==> config.mk <==
export PLATFORM = sky130hd
export DESIGN_NAME = fp_sqrt_prenorm
export DESIGN_NICKNAME = d
export VERILOG_FILES = /design/src/rtl/fp_sqrt_pkg.sv /design/src/rtl/fp_lod.sv /design/src/rtl/fp_sqrt_prenorm.sv
export SDC_FILE = /design/constraint.sdc
export NUM_CORES = 1
export LEC_CHECK = 0
export CORE_ASPECT_RATIO = 1.4
export CORE_MARGIN = 3
export CORE_UTILIZATION = 54
export DETAILED_ROUTE_END_ITERATION = 10
export GPL_ROUTABILITY_DRIVEN = 0
export PLACE_DENSITY = 0.86
export SYNTH_ARGS = -nofsm -noshare
export SYNTH_HDL_FRONTEND = slang
export SYNTH_SLANG_ARGS = --single-unit
==> constraint.sdc <==
create_clock -name CLK -period 1.9 [get_ports CLK]
set_input_delay 0.285 -clock CLK [delete_from_list [all_inputs] [get_ports CLK]]
set_output_delay 0.285 -clock CLK [all_outputs]
set_load 0.01 [all_outputs]
==> src/rtl/fp_sqrt_pkg.sv <==
// Shared width helpers for the fixed-point square-root path (prenorm and core).
// The mantissa is unsigned 2.(WL-2); the half-exponent is signed clog2(WL)+1 bits.
package fp_sqrt_pkg;

    localparam int MANT_INT_BITS = 2;

    function automatic int calc_ew(input int wl);
        return $clog2(wl) + 1;
    endfunction

    function automatic int calc_pw(input int wl);
        return $clog2(wl);
    endfunction

    function automatic int mant_frac_bits(input int wl);
        return wl - MANT_INT_BITS;
    endfunction

endpackage

==> src/rtl/fp_lod.sv <==
// Leading-one detector: position of the highest set bit of vec (0 when vec is 0).
module fp_lod #(
    parameter int N  = 7,
    parameter int PW = 3
) (
    input  logic [N-1:0]  vec,
    output logic [PW-1:0] pos
);

    always_comb begin
        pos = '0;
        for (int i = 0; i < N; i++) begin
            if (vec[i]) pos = PW'(i);
        end
    end

endmodule

==> src/rtl/fp_sqrt_prenorm.sv <==
// Square-root pre-normalizer: din = mant * 4^exp_half with mant in [1,4).
// Three CE-gated stages: capture/classify, leading-one, shift/exponent.
module fp_sqrt_prenorm
    import fp_sqrt_pkg::*;
#(
    parameter int WI           = 4,
    parameter int WF           = 4,
    parameter int LUT_addWidth = 4,
    localparam int WL          = WI + WF,
    localparam int EW          = calc_ew(WL)
) (
    input  logic                    CLK,
    input  logic                    nRST,
    input  logic                    CE,
    input  logic [WL-1:0]           din,
    input  logic                    din_valid,
    output logic [WL-1:0]           mant,
    output logic [EW-1:0]           exp_half,
    output logic [LUT_addWidth-1:0] lut_addr,
    output logic                    dout_valid,
    output logic                    zero,
    output logic                    neg
);

    localparam int PW = calc_pw(WL);

    // stage 1
    logic          v1, neg1, zero1;
    logic [WL-1:0] d1;
    // stage 2
    logic          v2, neg2, zero2;
    logic [WL-1:0] d2;
    logic [PW-1:0] p2;
    logic [PW-1:0] p1;

    fp_lod #(.N(WL-1), .PW(PW)) u_lod (
        .vec (d1[WL-2:0]),
        .pos (p1)
    );

    always_ff @(posedge CLK or negedge nRST) begin
        if (!nRST) begin
            v1    <= 1'b0;
            d1    <= '0;
            neg1  <= 1'b0;
            zero1 <= 1'b0;
            v2    <= 1'b0;
            d2    <= '0;
            neg2  <= 1'b0;
            zero2 <= 1'b0;
            p2    <= '0;
        end else if (CE) begin
            v1    <= din_valid;
            d1    <= din;
            neg1  <= din[WL-1];
            zero1 <= (din == '0);
            v2    <= v1;
            d2    <= d1;
            neg2  <= neg1;
            zero2 <= zero1;
            p2    <= p1;
        end
    end

    // Odd e shifts one further so the leading one lands in the upper integer bit.
    logic signed [EW:0] e;
    logic [PW:0]        sh;
    logic [WL-1:0]      mant_n;
    logic [EW-1:0]      exp_n;

    always_comb begin
        e      = (EW+1)'(p2) - (EW+1)'(WF);
        sh     = e[0] ? ((PW+1)'(WL-1) - {1'b0, p2}) : ((PW+1)'(WL-2) - {1'b0, p2});
        mant_n = d2 << sh;
        exp_n  = e[EW:1];
        if (neg2 || zero2) begin
            mant_n = '0;
            exp_n  = '0;
        end
    end

    always_ff @(posedge CLK or negedge nRST) begin
        if (!nRST) begin
            dout_valid <= 1'b0;
            mant       <= '0;
            exp_half   <= '0;
            lut_addr   <= '0;
            zero       <= 1'b0;
            neg        <= 1'b0;
        end else if (CE) begin
            dout_valid <= v2;
            if (v2) begin
                mant     <= mant_n;
                exp_half <= exp_n;
                lut_addr <= mant_n[WL-2 -: LUT_addWidth];
                zero     <= zero2;
                neg      <= neg2;
            end
        end
    end

endmodule

## Word level (Yosys, flattened, before mapping)

Cells that the tools add are included.

| operators by class | value |
|---|---|
| $add $sub $neg | 3 |
| shift operators | 1 |
| mux-type cells | 9 |
| reductions and logical operators | 3 |

Operator list:

| operator | number |
|---|---|
| 3-bit two-way mux | 3 |
| 8-bit zero test | 1 |
| 4-bit two-way mux | 2 |
| 8-bit two-way mux | 1 |
| 8-bit by 4-bit << shifter with 8-bit output | 1 |
| 3-bit by 3-bit subtractor with 4-bit output (first input constant) | 2 |
| 2-bit two-way mux | 2 |
| 3-bit by 3-bit subtractor with 4-bit output (second input constant) | 1 |
| 2-bit AND reduction | 1 |
| 1-bit logical OR | 1 |
| 1-bit two-way mux | 1 |

| storage, ports and cells | value |
|---|---|
| register bits after elaboration | 44 |
| input port bits | 12 |
| output and inout port bits | 19 |
| logic and storage cells | 31 |

## Longest topological paths before layout

| depth | value |
|---|---|
| word-level depth | 6 |
| depth in mapped cells | 5 |
| depth with buffers taken out | 4 |

## Modules after synthesis

From an unflattened synthesis, not the netlist that was laid out.

| unflattened totals | value |
|---|---|
| cell total of the unflattened synthesis | 118 |
| area, all modules | 1550.2 µm² |

Modules (own cells, without submodules):

| module | instances | cells each | area an instance (µm²) | sequential area each (µm²) |
|---|---|---|---|---|
| fp_sqrt_prenorm | 1 | 110 | 1500.2 | 875.8 |
| fp_lod | 1 | 8 | 50.0 | 0.0 |

## Least setup slack after synthesis

No wires, ideal clock.

| timing | value |
|---|---|
| kind | reg2reg |
| start | reg p2[2] |
| end | reg mant[5] |
| library setup time | 121 ps |
| arrival | 1010 ps |
| data required time | 1779 ps |
| path slack | 769 ps |
| stages on the path, launching flop included | 5 |
| buffers on the path | 1 |
| clock period less this slack | 1131 ps |
| cell sequence | dfrtp_1 > buf_6 > mux2_4 > a22oi_1 > o21ai_1 |

| between the ends | value |
|---|---|
| word-level cells in the longest chain between the ends | 4 |
| elaborated cells between the ends (all ways) | 5 |
| classes of those cells | add/sub (2); shift (1); mux (2) |

RTL lines:

| what | line | source |
|---|---|---|
| start, declared | fp_sqrt_prenorm.sv:33 | `logic [PW-1:0] p2;` |
| start signal, assigned | fp_sqrt_prenorm.sv:61 | `p2 <= p1;` |
| 3-bit by 3-bit subtractor with 4-bit output | fp_sqrt_prenorm.sv:73 | `sh = e[0] ? ((PW+1)'(WL-1) - {1'b0, p2}) : ((PW+1)'(WL-2) - {1'b0, p2});` |
| 4-bit two-way mux (*) | fp_sqrt_prenorm.sv:73 |  |
| 8-bit by 4-bit << shifter with 8-bit output (*) | fp_sqrt_prenorm.sv:74 | `mant_n = d2 << sh;` |
| 8-bit two-way mux (*) | fp_sqrt_prenorm.sv:76 | `if (neg2 \|\| zero2) begin` |
| end signal, assigned | fp_sqrt_prenorm.sv:93 | `mant <= mant_n;` |
| end, declared | fp_sqrt_prenorm.sv:17 | `output logic [WL-1:0] mant,` |

Mark *: on every way between the ends. The rest lies on a longest branch, timed or not.
A chain may end at the register's enable or synchronous reset.

==> results.py <==
metrics = {
    "floorplan": {
        "dieArea_um2": 3487,
        "rows": 22,
        "die_h_um": 68.68,
        "core-area_um2": 2643,
        "ios": 31,
        "die_w_um": 50.77,
        "initial_core_util_pct": 57.34,
    },
    "clock_tree": {
        "cts_setup_buffers": 0,
        "cts_hold_buffers": 0,
        "cts_tree": "done",
        "cts.repair.resized": 0,
        "path_clk_slew_ns": 0.10,
        "clk_latency_ns": 0.33,
        "htree_levels": 2,
        "clockBufferDepth": 2,
        "cts_sinks": 35,
        "cts_root_buf": "clkbuf_4",
        "cts_buffers": 5,
    },
    "timing": {
        "min_period_over_period_pct": 81.49,
        "relSlewSlack_pct": 71.51,
        "final_hold_viol_count": 0,
        "fin_skew_ns": 0.007866,
        "slew_violations": 0,
        "rsz0062_at_grt": "no",
        "fin_tns_setup_ns": 0,
        "setup_viol": 0,
        "period_needed_ns": 1.548,
        "worst_slew_pin_slew_ns": 0.4274,
        "timing.fmax_ghz": 0.6459,
    },
    "synth": {
        "synth.avg_cell_area_um2": 12.73,
        "seq_area_frac_synth_pct": 57.80,
        "syn_inst": 119,
        "synth_area_leaders": "dfrtp_1 (58%), mux2_2 (15%), buf_4 (3.5%)",
        "synthDistinctLibCells": 25,
        "ys_ff_latch": 35,
        "synth_area_um2": 1515,
        "yosysWarnings": 0,
        "syn_nets": 131,
        "synth_largest_type_area_fraction_pct": 57.80,
        "synth_top_area_cell": "dfrtp_1",
    },
    "critical_path": {
        "arrival_ns": 1.26,
        "critical_path.max_fanout": 4,
        "worst-endpoint-required_ns": 1.62,
        "crit_slowest_cell": "clkdlybuf4s50_1",
        "cp_num_buf_inv": 1,
        "crit_family": "buffers and inverters",
        "critPathKind": "reg -> out",
        "startpoint_type": "register",
        "regToRegStartpoint": "p2[2]",
        "r2r-end": "mant[4]",
        "reg2reg_depth": 3,
        "path_cells": "clkdlybuf4s50_1",
        "reg2reg_slack_ns": 0.64,
        "cp-end-kind": "output port",
        "critPathMaxStageDelay_ns": 0.55,
    },
    "detailed_routing": {
        "antenna_left": 0,
        "drcViolationCount": 0,
        "dr.pass1.iters": 3,
        "wl_per_cell_um": 13.24,
        "vias": 938,
        "avgViaCountPerCell": 5.098,
        "drt_iter0_drc": 3,
        "routed_wl_mm": 2.437,
    },
    "job": {
        "maxCapViolCount": 0,
    },
    "finish": {
        "final_cells": 184,
        "diodes": 0,
        "fin_util_pct": 69.51,
        "seqCellArea_um2": 875.8,
        "fillers": 213,
        "multi_input_area_um2": 531.8,
        "drive_above_1_share_pct": 22.97,
        "final_cell_mix": "dfrtp_1 (35), clkdlybuf4s50_1 (30), mux2_2 (20), nand2_1 (10), o21ai_0 (6)",
        "layout_commonest_cell": "dfrtp_1",
        "fin_nets": 159,
        "stdcell_area_um2": 1837,
        "area_growth_pct": 21.22,
    },
    "global_routing": {
        "antenna_found_initial": 0,
        "gr-total-overflow": 0,
        "grt_usage_pct": 16.67,
        "grt_pass1_vias": 905,
        "grt_start_max_net_pins": 36,
        "grt_pass1_wl_mm": 4.064,
    },
    "worst_hold_path": {
        "hp-class": "in -> async",
    },
    "outcome": {
        "status": "finished, final reports clean",
    },
    "place": {
        "placedCellCount": 176,
        "dpl.hpwl_mm": 1.849,
        "postPlaceCellArea_um2": 1787,
        "port_buffers": 30,
    },
    "pwr": {
        "p_per_area_nw_per_um2": 961.6,
        "power_w": 0.001766,
        "max-vdd-ir-drop_uv": 625.1,
        "cellLeakagePower_nw": 0.8025,
    },
}
[through the flow]
step           hold slack (ns)  setup WS, ns
2_1_floorplan         -0.01059        0.7688
3_3_place_gp            0.4646        0.3446
3_5_place_dp            0.4709        0.3111
4_1_cts                 0.3469        0.3266
5_1_grt                 0.3528        0.2804
6_report                0.3410        0.3517
[cells in the mapped netlist]
cell and instances:
mux2_2 20, o21ai_0 6, nor2_1 4, nor4_1 2
a22o_1 1, mux2_4 2, inv_1 3, nand2_1 10
nor2b_1 1, and2b_1 1, a21oi_1 2, o21ai_1 5
a22oi_1 2, nor3_1 2, nand2_2 1, nand3_1 1
buf_4 7, and2_1 1, or3_4 1, a32o_1 2
dfrtp_1 35, nor3_2 1, buf_2 2, mux2i_1 4
buf_6 3
[flip-flops by register name, summed over array words and instances (netlist names)]
register    count
neg             1
zero2           1
zero1           1
exp_half        2
p2              2
v1              1
zero            1
d1              7
mant            8
v2              1
neg1            1
d2              7
neg2            1
dout_valid      1
[how the worst max path moves through the flow]
| stage | startpoint | end | slack, ns | depth (start not counted) |
|---|---|---|---|---|
| after detailed placement | CE | d1[0] | 0.31 | 3 |
| after floorplan | p2[2] | mant[5] | 0.77 | 4 |
| final | exp_half[2] | exp_half[1] | 0.35 | 1 |
| after global placement | CE | d1[3] | 0.34 | 3 |
| after global routing | exp_half[2] | exp_half[1] | 0.28 | 1 |
| after CTS | exp_half[2] | exp_half[1] | 0.33 | 1 |
[final cells by class]
type	instances	share of cell area [%]
flip-flops and latches	35	47.68
repair buffers	33	17.57
inverters	3	0.6131
clock inverters	1	0.2725
multi-input cells	69	28.95
clock buffers	7	2.452
well taps	36	2.452
[where the power goes]
part | internal [W] | leakage [nW] | switching (W)
registers | 0.000855 | 0.431 | 0.0000919
clock network | 0.000144 | 0.0293 | 0.000230
logic | 0.000279 | 0.342 | 0.000167
[cell families (layout without fill, tap and decap cells)]
group | Yosys count | count (layout) | share of synthesized area, %
muxes | 26 | 26 | 19.49
AOI/OAI and AO/OA | 18 | 18 | 7.184
buffers and inverters | 15 | 44 | 7.101
and+or+nand+nor | 25 | 25 | 8.423
DFF | 35 | 35 | 57.80
[per-layer routing]
metal / GRT usage [%] / vias to the layer above / part of all wire [%]
li1: - / 464 / -
met1: 16.55 / 441 / 38
met2: 29.25 / 28 / 53
met3: 6.237 / 5 / 5.6
met4: 10.77 / 0 / 2.7
met5: 0 / - / 0
No activity file was read; power rests on OpenSTA's default activity.
